==> src/rtl/pipe_hazard_ctrl.sv <==
// pipe_hazard_ctrl
// Hazard and sequencing controller for the 5-stage MIPS pipeline. It looks at
// the instruction sitting in ID and the load sitting in EX, decides whether the
// front end has to stall or be flushed, and tracks how long HI/LO stay busy
// after a multiply/divide issues.
//
// Parameters:
//   MDU_LATENCY  cycles HI/LO are unavailable after an MDU op issues (1..15)
//   CNT_W        width of the saturating stall/flush event counters
//
// Ports:
//   clk, reset        rising-edge clock, synchronous active-high reset
//   id_rs, id_rt      source register fields of the instruction in ID
//   id_uses_rt        ID instruction actually reads rt
//   id_branch_taken   branch/jump in ID resolved taken this cycle
//   id_mdu_op         ID instruction is mult/multu/div/divu
//   id_hilo_read      ID instruction is mfhi/mflo
//   ex_memread        EX instruction is a load
//   ex_rt             destination register of the load in EX
//   pc_en             PC load enable
//   if2id_en          IF/ID load enable
//   if2id_flush       IF/ID captures a NOP bubble
//   id2ex_flush       ID/EX captures a bubble
//   mdu_busy          MDU countdown is nonzero
//   stall_cycles      saturating count of stalled cycles
//   flush_count       saturating count of IF/ID flush cycles

module pipe_hazard_ctrl #(
  parameter int MDU_LATENCY = 4,
  parameter int CNT_W       = 16
) (
  input  logic             clk,
  input  logic             reset,
  input  logic [4:0]       id_rs,
  input  logic [4:0]       id_rt,
  input  logic             id_uses_rt,
  input  logic             id_branch_taken,
  input  logic             id_mdu_op,
  input  logic             id_hilo_read,
  input  logic             ex_memread,
  input  logic [4:0]       ex_rt,
  output logic             pc_en,
  output logic             if2id_en,
  output logic             if2id_flush,
  output logic             id2ex_flush,
  output logic             mdu_busy,
  output logic [CNT_W-1:0] stall_cycles,
  output logic [CNT_W-1:0] flush_count
);

  logic [3:0] mdu_cnt;
  logic       lu_hz;
  logic       mdu_hz;
  logic       stall;
  logic       flush;

  // Hazard detection. A load into $zero never produces a value anyone waits
  // for, so ex_rt == 0 is excluded. A new MDU op also has to wait for the
  // previous one, otherwise it would clobber HI/LO still being produced.
  // Reset forces everything open so the pipeline drains cleanly.
  always_comb begin
    lu_hz  = ex_memread && (ex_rt != 5'd0) &&
             ((ex_rt == id_rs) || (id_uses_rt && (ex_rt == id_rt)));
    mdu_hz = (mdu_cnt != 4'd0) && (id_hilo_read || id_mdu_op);
    stall  = (lu_hz || mdu_hz) && !reset;
    // A stalled branch is ignored; it is re-evaluated once the stall releases.
    flush  = id_branch_taken && !stall && !reset;
  end

  assign pc_en       = ~stall;
  assign if2id_en    = ~stall;
  assign id2ex_flush = stall;
  assign if2id_flush = flush;
  assign mdu_busy    = (mdu_cnt != 4'd0);

  // MDU countdown. An op waiting behind a busy MDU lets the count keep
  // draining, then issues (and reloads) on the first cycle it reads zero.
  always_ff @(posedge clk) begin
    if (reset) begin
      mdu_cnt <= 4'd0;
    end else if (id_mdu_op && !stall) begin
      mdu_cnt <= 4'(MDU_LATENCY);
    end else if (mdu_cnt != 4'd0) begin
      mdu_cnt <= mdu_cnt - 4'd1;
    end
  end

  // Event counters for the simulation monitors; they stick at all-ones
  // rather than wrapping so a long run never reports a misleadingly small value.
  always_ff @(posedge clk) begin
    if (reset) begin
      stall_cycles <= '0;
      flush_count  <= '0;
    end else begin
      if (stall && (stall_cycles != {CNT_W{1'b1}})) begin
        stall_cycles <= stall_cycles + 1'b1;
      end
      if (flush && (flush_count != {CNT_W{1'b1}})) begin
        flush_count <= flush_count + 1'b1;
      end
    end
  end

endmodule
==> config.mk <==
export PLATFORM = sky130hd
export DESIGN_NAME = pipe_hazard_ctrl
export DESIGN_NICKNAME = d
export VERILOG_FILES = /design/src/rtl/pipe_hazard_ctrl.sv
export SDC_FILE = /design/constraint.sdc
export NUM_CORES = 1
export LEC_CHECK = 0
export BUFFER_PORTS_ARGS = -buffer_cell sky130_fd_sc_hd__clkbuf_2
export CAP_MARGIN = 20
export CORE_MARGIN = 2
export CORE_UTILIZATION = 56
export DETAILED_ROUTE_END_ITERATION = 8
export PLACE_DENSITY = 0.85
export SLEW_MARGIN = 15
export SYNTH_ARGS = -nofsm -noshare
export SYNTH_HDL_FRONTEND = slang
export SYNTH_SLANG_ARGS = --single-unit
==> constraint.sdc <==
create_clock -name clk -period 5.8 [get_ports clk]
set_input_delay 0 -clock clk [delete_from_list [all_inputs] [get_ports clk]]
set_output_delay 0 -clock clk [all_outputs]
set_load 0.01 [all_outputs]
==> flow_summary.yaml, run 1 <==
yosys:
  ys.warnings.count: 0
  ys_top_cells_by_count: "36 x dfxtp_1, 27 x nor2_1, 20 x a21oi_1, 17 x nand3_1, 13 x o21ai_0"
  synth_top_area_cell: "dfxtp_1"
  synth_edf_count: 0
  seq_area_frac_synth_pct: 34.7
  synth-main-ff-cell: "dfxtp_1"
  synthDistinctLibCells: 43
  synthTopCellsByArea: "dfxtp_1 35%, nor2_1 4.9%, a21oi_1 4.8%"
  synth_area_per_cell_um2: 8.10
  syn-num-nets: 281
  synth_cells: 256
  synth-seq-cells: 36
  yosysTopAreaCellShare_pct: 34.7
  yosysMostFrequentCell: "dfxtp_1"
  syn_area_um2: 2070
  synthArstFlopShare_pct: 0
routing:
  vias_per_cell: 5.88
  drt-wirelength-per-cell_um: 13.5
  drt_iter0_drc: 139
  via_count: 2110
  drc_errors: 0
  drt-pass1-iter-count: 4
  postRouteAntennaNets: 0
  routed_wl_mm: 4.85
status:
  outcome: "complete, no violations"
critical_path:
  crit_type: "reg2reg"
  cpLargestDelayFamily: "compound AO/OA/AOI/OAI gates"
  reg2reg_from: "stall_cycles[0]"
  crit_required_ns: 6.00
  endpoint_kind: "register"
  crit_path_top_delay_cell: "a21oi_2"
  path_depth: 7
  regToRegEndpoint: "stall_cycles[5]"
  path_buf_inv: 0
  crit_chain: "ha_1 -> nand4_1 -> nor4_1 -> nor2_1 -> a21oi_2 -> o21ai_0 -> a21oi_1"
  crit_path_end: "stall_cycles[5]"
  r2r_cells: 7
  worst_setup_path_start_kind: "register"
  cp_max_fo: 25
  worstPathArrival_ns: 2.87
  max_stage_delay_ns: 0.71
  cp-startpoint: "stall_cycles[0]"
  ff2ff_setup_slack_ns: 3.14
timing:
  maxSlewHeadroom_pct: 39.6
  setup_violations: 0
  rsz0062_at_grt: "false"
  hold_viol: 0
  timing.final.crit_share_pct: 45.9
  min_period_ns: 2.66
  maxSlewViolCount: 0
  max_freq_ghz: 0.376
  worst_slack_ns: 3.14
  final.setup.tns_ns: 0
  worst_pin_slew_ns: 0.906
  clock_skew_ns: 0.00281
die:
  ios: 59
  dieArea_um2: 4210
  dieHeight_um: 64.9
  start_util_pct: 57.5
  row_count: 22
  die_width_um: 64.9
  coreArea_um2: 3610
clock_network:
  htreeDepth: 2
  cts_setup_buffers: 0
  clkTransAtPathRegs_ns: 0.07
  clock_sinks: 36
  clock-root-buffer: "clkbuf_8"
  cts_made_buffers: 5
  cts_resized: 0
  clk_latency_ns: 0.29
  tritoncts: "yes"
  clockBufferDepth: 2
  cts_hold_buffers: 0
global_routing:
  grt-ovfl-total: 0
  grt_use_total_pct: 23.9
  grt_pass1_wl_mm: 7.96
  antenna_found_initial: 0
  first_global_vias: 1860
  grt_max_degree: 46
cells_and_area:
  fillers: 323
  layout.nets: 336
  regArea_um2: 721
  final_layout_size_suffix_gt1_share_pct: 24.4
  antenna_cells: 0
  multiInputGateArea_um2: 1250
  area_growth_pct: 18.8
power:
  switching_power_uw: 249
  pwr_density_cell_nw_per_um2: 285
  peakVddDrop_v: 0.000136
  combPwrFrac_pct: 31.3
  p_leak_nw: 0.941
  swShare_pct: 35.5
  p_clk_share_pct: 27.4
  seq_power_share_pct: 41.4
  internal_power_uw: 453
place:
  place.port_buffers: 58
  dpl.hpwl_mm: 3.47
  place_congestion: 0.855
  dp_slack_ns: 3.17
flow_run:
  maxCapViolCount: 0
worst_hold_path:
  holdCritPathClass: "in2reg"
-- logic make-up (layout without fill, tap and decap cells) --
kind of cell    after synthesis  in the layout  share of synthesized area [%]
fa+ha+maj                     3              3                           1.81
buf+inv                      22             77                           4.89
compound gates               59             59                           19.1
xor+xnor                     15             15                           6.33
simple gates                115            115                           30.0
mux                           6              6                           3.14
flops                        36             36                           34.7
-- final cells by class --
| class | count | share of cell area [%] |
|---|---|---|
| clock buffer | 7 | 3.91 |
| sequential | 36 | 29.2 |
| inverter | 12 | 1.83 |
| multi-input combinational | 198 | 50.8 |
| tap | 48 | 2.44 |
| timing repair buffer | 58 | 11.8 |
-- how the worst min path moves through the flow --
stage                         start         endpoint  cells past startpoint
floorplan                 id_mdu_op      if2id_flush                      3
global placement    id_branch_taken      if2id_flush                      4
detailed placement  id_branch_taken      if2id_flush                      4
CTS                 id_branch_taken  flush_count[14]                      3
global route        id_branch_taken  flush_count[12]                      3
finish              id_branch_taken  flush_count[14]                      3
-- through the flow --
stage	util [%]	instance area (µm²)	std cells	hold WS [ns]	power, mW
6_report	68.4	2460	359	0.137	0.702
5_1_grt	68.4	2460	359	0.178	0.746
4_1_cts	68.4	2460	359	0.139	0.704
3_5_place_dp	65.7	2370	352	0.415	0.515
3_3_place_gp	65.7	2370	352	0.413	0.508
2_1_floorplan	-	2070	256	0.227	0.475
-- per-layer routing --
metal	share of wire [%]	global-route usage, %	vias to the layer above
li1	-	-	1055
met5	0	0	-
met2	50	41.5	60
met4	1.5	9.57	0
met1	43	28.6	985
met3	5.2	5.03	10
-- tightest hold or removal path, stage by stage --
cell and delay (ns):
clkbuf_2 0.16, a31oi_1 0.16, nor3_1 0.06
-- state kept, by name (all words and copies together), names as in the netlist --
register and flops:
flush_count 16, mdu_cnt 4, stall_cycles 16
-- cell usage in the layout, fill, tap and decap left out, drive strengths merged --
cell type,count
nor3b,1
clkbuf,65
a21oi,21
nor4,6
mux2,4
o22ai,1
dfxtp,36
xnor2,10
or2,2
nand3,17
a41oi,1
ha,3
nor2b,5
xor2,5
mux2i,2
and2,1
a211o,1
and4,3
o21a,1
o21ba,1
o22a,1
or4,9
or3,10
nor2,27
a31oi,3
nand4,9
a311oi,2
o21ai,14
o31ai,8
inv,12
o2111ai,4
nand2,12
nand2b,2
a211oi,1
and3,5
nor3,6
-- power groups by stage --
stage,combinational [mW],clock (mW),sequential (mW)
finish,0.220,0.192,0.290
global route,0.247,0.206,0.293
CTS,0.220,0.193,0.290
detailed placement,0.219,0,0.296
global placement,0.215,0,0.293
floorplan,0.181,0,0.294
No activity file was read; power rests on OpenSTA's default activity.
==> inputs of run 2 (changes only) <==
--- a/config.mk
+++ b/config.mk
@@ -5,12 +5,13 @@
 export SDC_FILE = /design/constraint.sdc
 export NUM_CORES = 1
 export LEC_CHECK = 0
+export ABC_AREA = 1
 export BUFFER_PORTS_ARGS = -buffer_cell sky130_fd_sc_hd__clkbuf_2
 export CAP_MARGIN = 20
 export CORE_MARGIN = 2
-export CORE_UTILIZATION = 56
+export CORE_UTILIZATION = 54
 export DETAILED_ROUTE_END_ITERATION = 8
-export PLACE_DENSITY = 0.85
+export PLACE_DENSITY = 0.8
 export SLEW_MARGIN = 15
 export SYNTH_ARGS = -nofsm -noshare
 export SYNTH_HDL_FRONTEND = slang
==> constraint.sdc (replaced) <==
create_clock -name clk -period 2.7 [get_ports clk]
set_input_delay 0 -clock clk [delete_from_list [all_inputs] [get_ports clk]]
set_output_delay 0 -clock clk [all_outputs]
set_load 0.01 [all_outputs]
==> run 2 against run 1 <==
  * Power grew 94%
  * Global-route usage grew 0.46 points
  * Sequential cell count is the same
  * Wire length grew 20%
  * Synthesized cell count grew 48%
  * Register-to-register slack lost 2.6 ns
  * Critical path depth grew 3
  * Worst hold slack gained 0.071 ns
  * Largest power group unchanged
==> flow_summary.yaml, run 2 <==
cells_and_area:
  layout.nets: 459
  multiInputGateArea_um2: 1470
  regArea_um2: 721
  antenna_cells: 0
  reg_top3: "flush_count (16), stall_cycles (16), mdu_cnt (4)"
  final_common_cell: "nand2_1"
  area_growth_pct: 16.7
  fillers: 421
  final_layout_size_suffix_gt1_share_pct: 22.1
  final_util_pct: 65.8
  design_area_um2: 2880
  mostFrequentLayoutCells: "98 x nand2_1, 58 x clkbuf_2, 52 x inv_1, 36 x dfxtp_1, 32 x nor2_1"
routing:
  drt-wirelength-per-cell_um: 12.0
  postRouteAntennaNets: 0
  vias_per_cell: 5.28
  drt_iter0_drc: 162
  via_count: 2568
  drc_errors: 0
  routed_wl_mm: 5.82
  drt-pass1-iter-count: 4
timing:
  hold_viol: 0
  clock_skew_ns: 0.0121
  rsz0062_at_grt: "false"
  worst_pin_slew_ns: 0.657
  min_period_ns: 2.24
  max_freq_ghz: 0.446
  final.setup.tns_ns: 0
  maxSlewHeadroom_pct: 56.1
  worst_slack_ns: 0.459
  setup_violations: 0
  maxSlewViolCount: 0
  timing.final.crit_share_pct: 83.0
yosys:
  synthArstFlopShare_pct: 0
  synthDistinctLibCells: 32
  syn-num-nets: 403
  ys_top_cells_by_count: "98 x nand2_1, 52 x inv_1, 36 x dfxtp_1, 32 x nor2_1, 31 x nand4_1"
  synth-main-ff-cell: "dfxtp_1"
  synth_edf_count: 0
  synth_cells: 378
  synth-seq-cells: 36
  synth_area_per_cell_um2: 6.54
  ys.warnings.count: 0
  syn_area_um2: 2470
  synth_top_area_cell: "dfxtp_1"
  yosysMostFrequentCell: "nand2_1"
  synthTopCellsByArea: "dfxtp_1 29%, nand2_1 15%, inv_1 7.9%"
  seq_area_frac_synth_pct: 29.2
  yosysTopAreaCellShare_pct: 29.2
clock_network:
  clock-root-buffer: "clkbuf_8"
  clk_latency_ns: 0.29
  htreeDepth: 2
  clockBufferDepth: 2
  tritoncts: "yes"
  clkTransAtPathRegs_ns: 0.08
  cts_resized: 0
  clock_sinks: 36
  cts_made_buffers: 5
place:
  place_congestion: 0.879
  dpl_cell_area_um2: 2780
  place.port_buffers: 58
  dpl.hpwl_mm: 4.25
  dp_slack_ns: 0.634
critical_path:
  cpMostUsedCell: "inv_1"
  crit_chain: "inv_1 -> ha_1 -> nand2_1 -> nor2_1 -> nor2_1 -> inv_1 -> nand2_2 -> nand2_1 -> inv_1 -> clkbuf_2"
  ff2ff_setup_slack_ns: 0.58
  regToRegEndpoint: "mdu_cnt[1]"
  worst_setup_path_start_kind: "register"
  cp_max_fo: 16
  r2r_cells: 11
  crit_required_ns: 2.70
  max_stage_delay_ns: 0.33
  worstPathArrival_ns: 2.24
  crit_type: "reg2out"
  reg2reg_from: "mdu_cnt[0]"
  endpoint_kind: "output port"
  crit_path_top_delay_cell: "dfxtp_1"
power:
  pwr_density_cell_nw_per_um2: 473
  p_leak_nw: 1.30
  peakVddDrop_v: 0.000361
worst_hold_path:
  holdCritPathClass: "in2reg"
  hold_depth: 3
  min_from: "reset"
  hold_end: "stall_cycles[13]"
die:
  dieArea_um2: 5130
  coreArea_um2: 4380
  start_util_pct: 56.4
  ios: 59
  dieHeight_um: 71.6
  row_count: 24
  die_width_um: 71.6
global_routing:
  first_global_vias: 2363
  grt-ovfl-total: 0
  grt_use_total_pct: 24.4
  antenna_found_initial: 0
  grt_pass1_wl_mm: 10.3
  grt_max_degree: 31
flow_run:
  maxCapViolCount: 0
status:
  outcome: "complete, no violations"
==> run 2: layout make-up <==
| cell class | instances | area share, % |
|---|---|---|
| multi-input cells | 274 | 51.1 |
| flip-flops and latches | 36 | 25.0 |
| repair buffers | 62 | 11.2 |
| inverters | 55 | 7.16 |
| clock buffers | 7 | 3.34 |
| well taps | 52 | 2.26 |
==> run 2: cell families after synthesis <==
kind of cell             after synthesis  synth area share (%)
AO/OA/AOI/OAI                         36                  8.61
buffers and inverters                 68                  11.2
flip-flops                            36                  29.2
AND/OR/NAND/NOR                      213                  41.7
adder cells (fa/ha/maj)                3                  1.52
XOR/XNOR                              22                  7.80
==> run 2: layer usage <==
| layer | part of all wire (%) | track usage (%) |
|---|---|---|
| met5 | 0 | 0 |
| met1 | 46 | 31.4 |
| met3 | 6.8 | 4.78 |
| met2 | 46 | 41.6 |
| met4 | 1.3 | 6.71 |
==> run 2: worst max-delay path: cells and delay by family, from the launching register on <==
| kind | cells | cell delay (ns) |
|---|---|---|
| buffers and inverters | 4 | 0.52 |
| adder cells (fa/ha/maj) | 1 | 0.22 |
| AND/OR/NAND/NOR | 5 | 0.88 |
| flip-flops | 1 | 0.33 |
==> run 2: worst max-delay path by stage <==
stage / from / to / slack, ns / cells past startpoint
3_3_place_gp: mdu_cnt[0] / mdu_cnt[1] / 0.66 / 11
2_1_floorplan: stall_cycles[1] / stall_cycles[10] / 0.98 / 9
4_1_cts: mdu_cnt[0] / id2ex_flush / 0.48 / 10
5_1_grt: mdu_cnt[0] / id2ex_flush / 0.24 / 10
3_5_place_dp: mdu_cnt[0] / mdu_cnt[1] / 0.63 / 11
6_report: mdu_cnt[0] / id2ex_flush / 0.46 / 10
==> run 2: power by group <==
part           total, mW  switching [mW]  internal [mW]  leakage [nW]
clock              0.416           0.189          0.227        0.0503
combinational      0.371           0.249          0.122         0.954
sequential         0.577          0.0204          0.556         0.291
total               1.36           0.458          0.906          1.30
==> run 2: through the flow <==
step           cells  total power [mW]  hold WS [ns]
6_report         486              1.36         0.208
5_1_grt          486              1.44         0.240
3_3_place_gp     478             0.947         0.296
3_5_place_dp     478             0.956         0.294
4_1_cts          486              1.37         0.204
2_1_floorplan    378             0.860         0.113
==> run 2: timing repair <==
action	in CTS	in global routing
buffers inserted	0	0
hold buffers	1	0
endpoints found under the hold margin	1	0
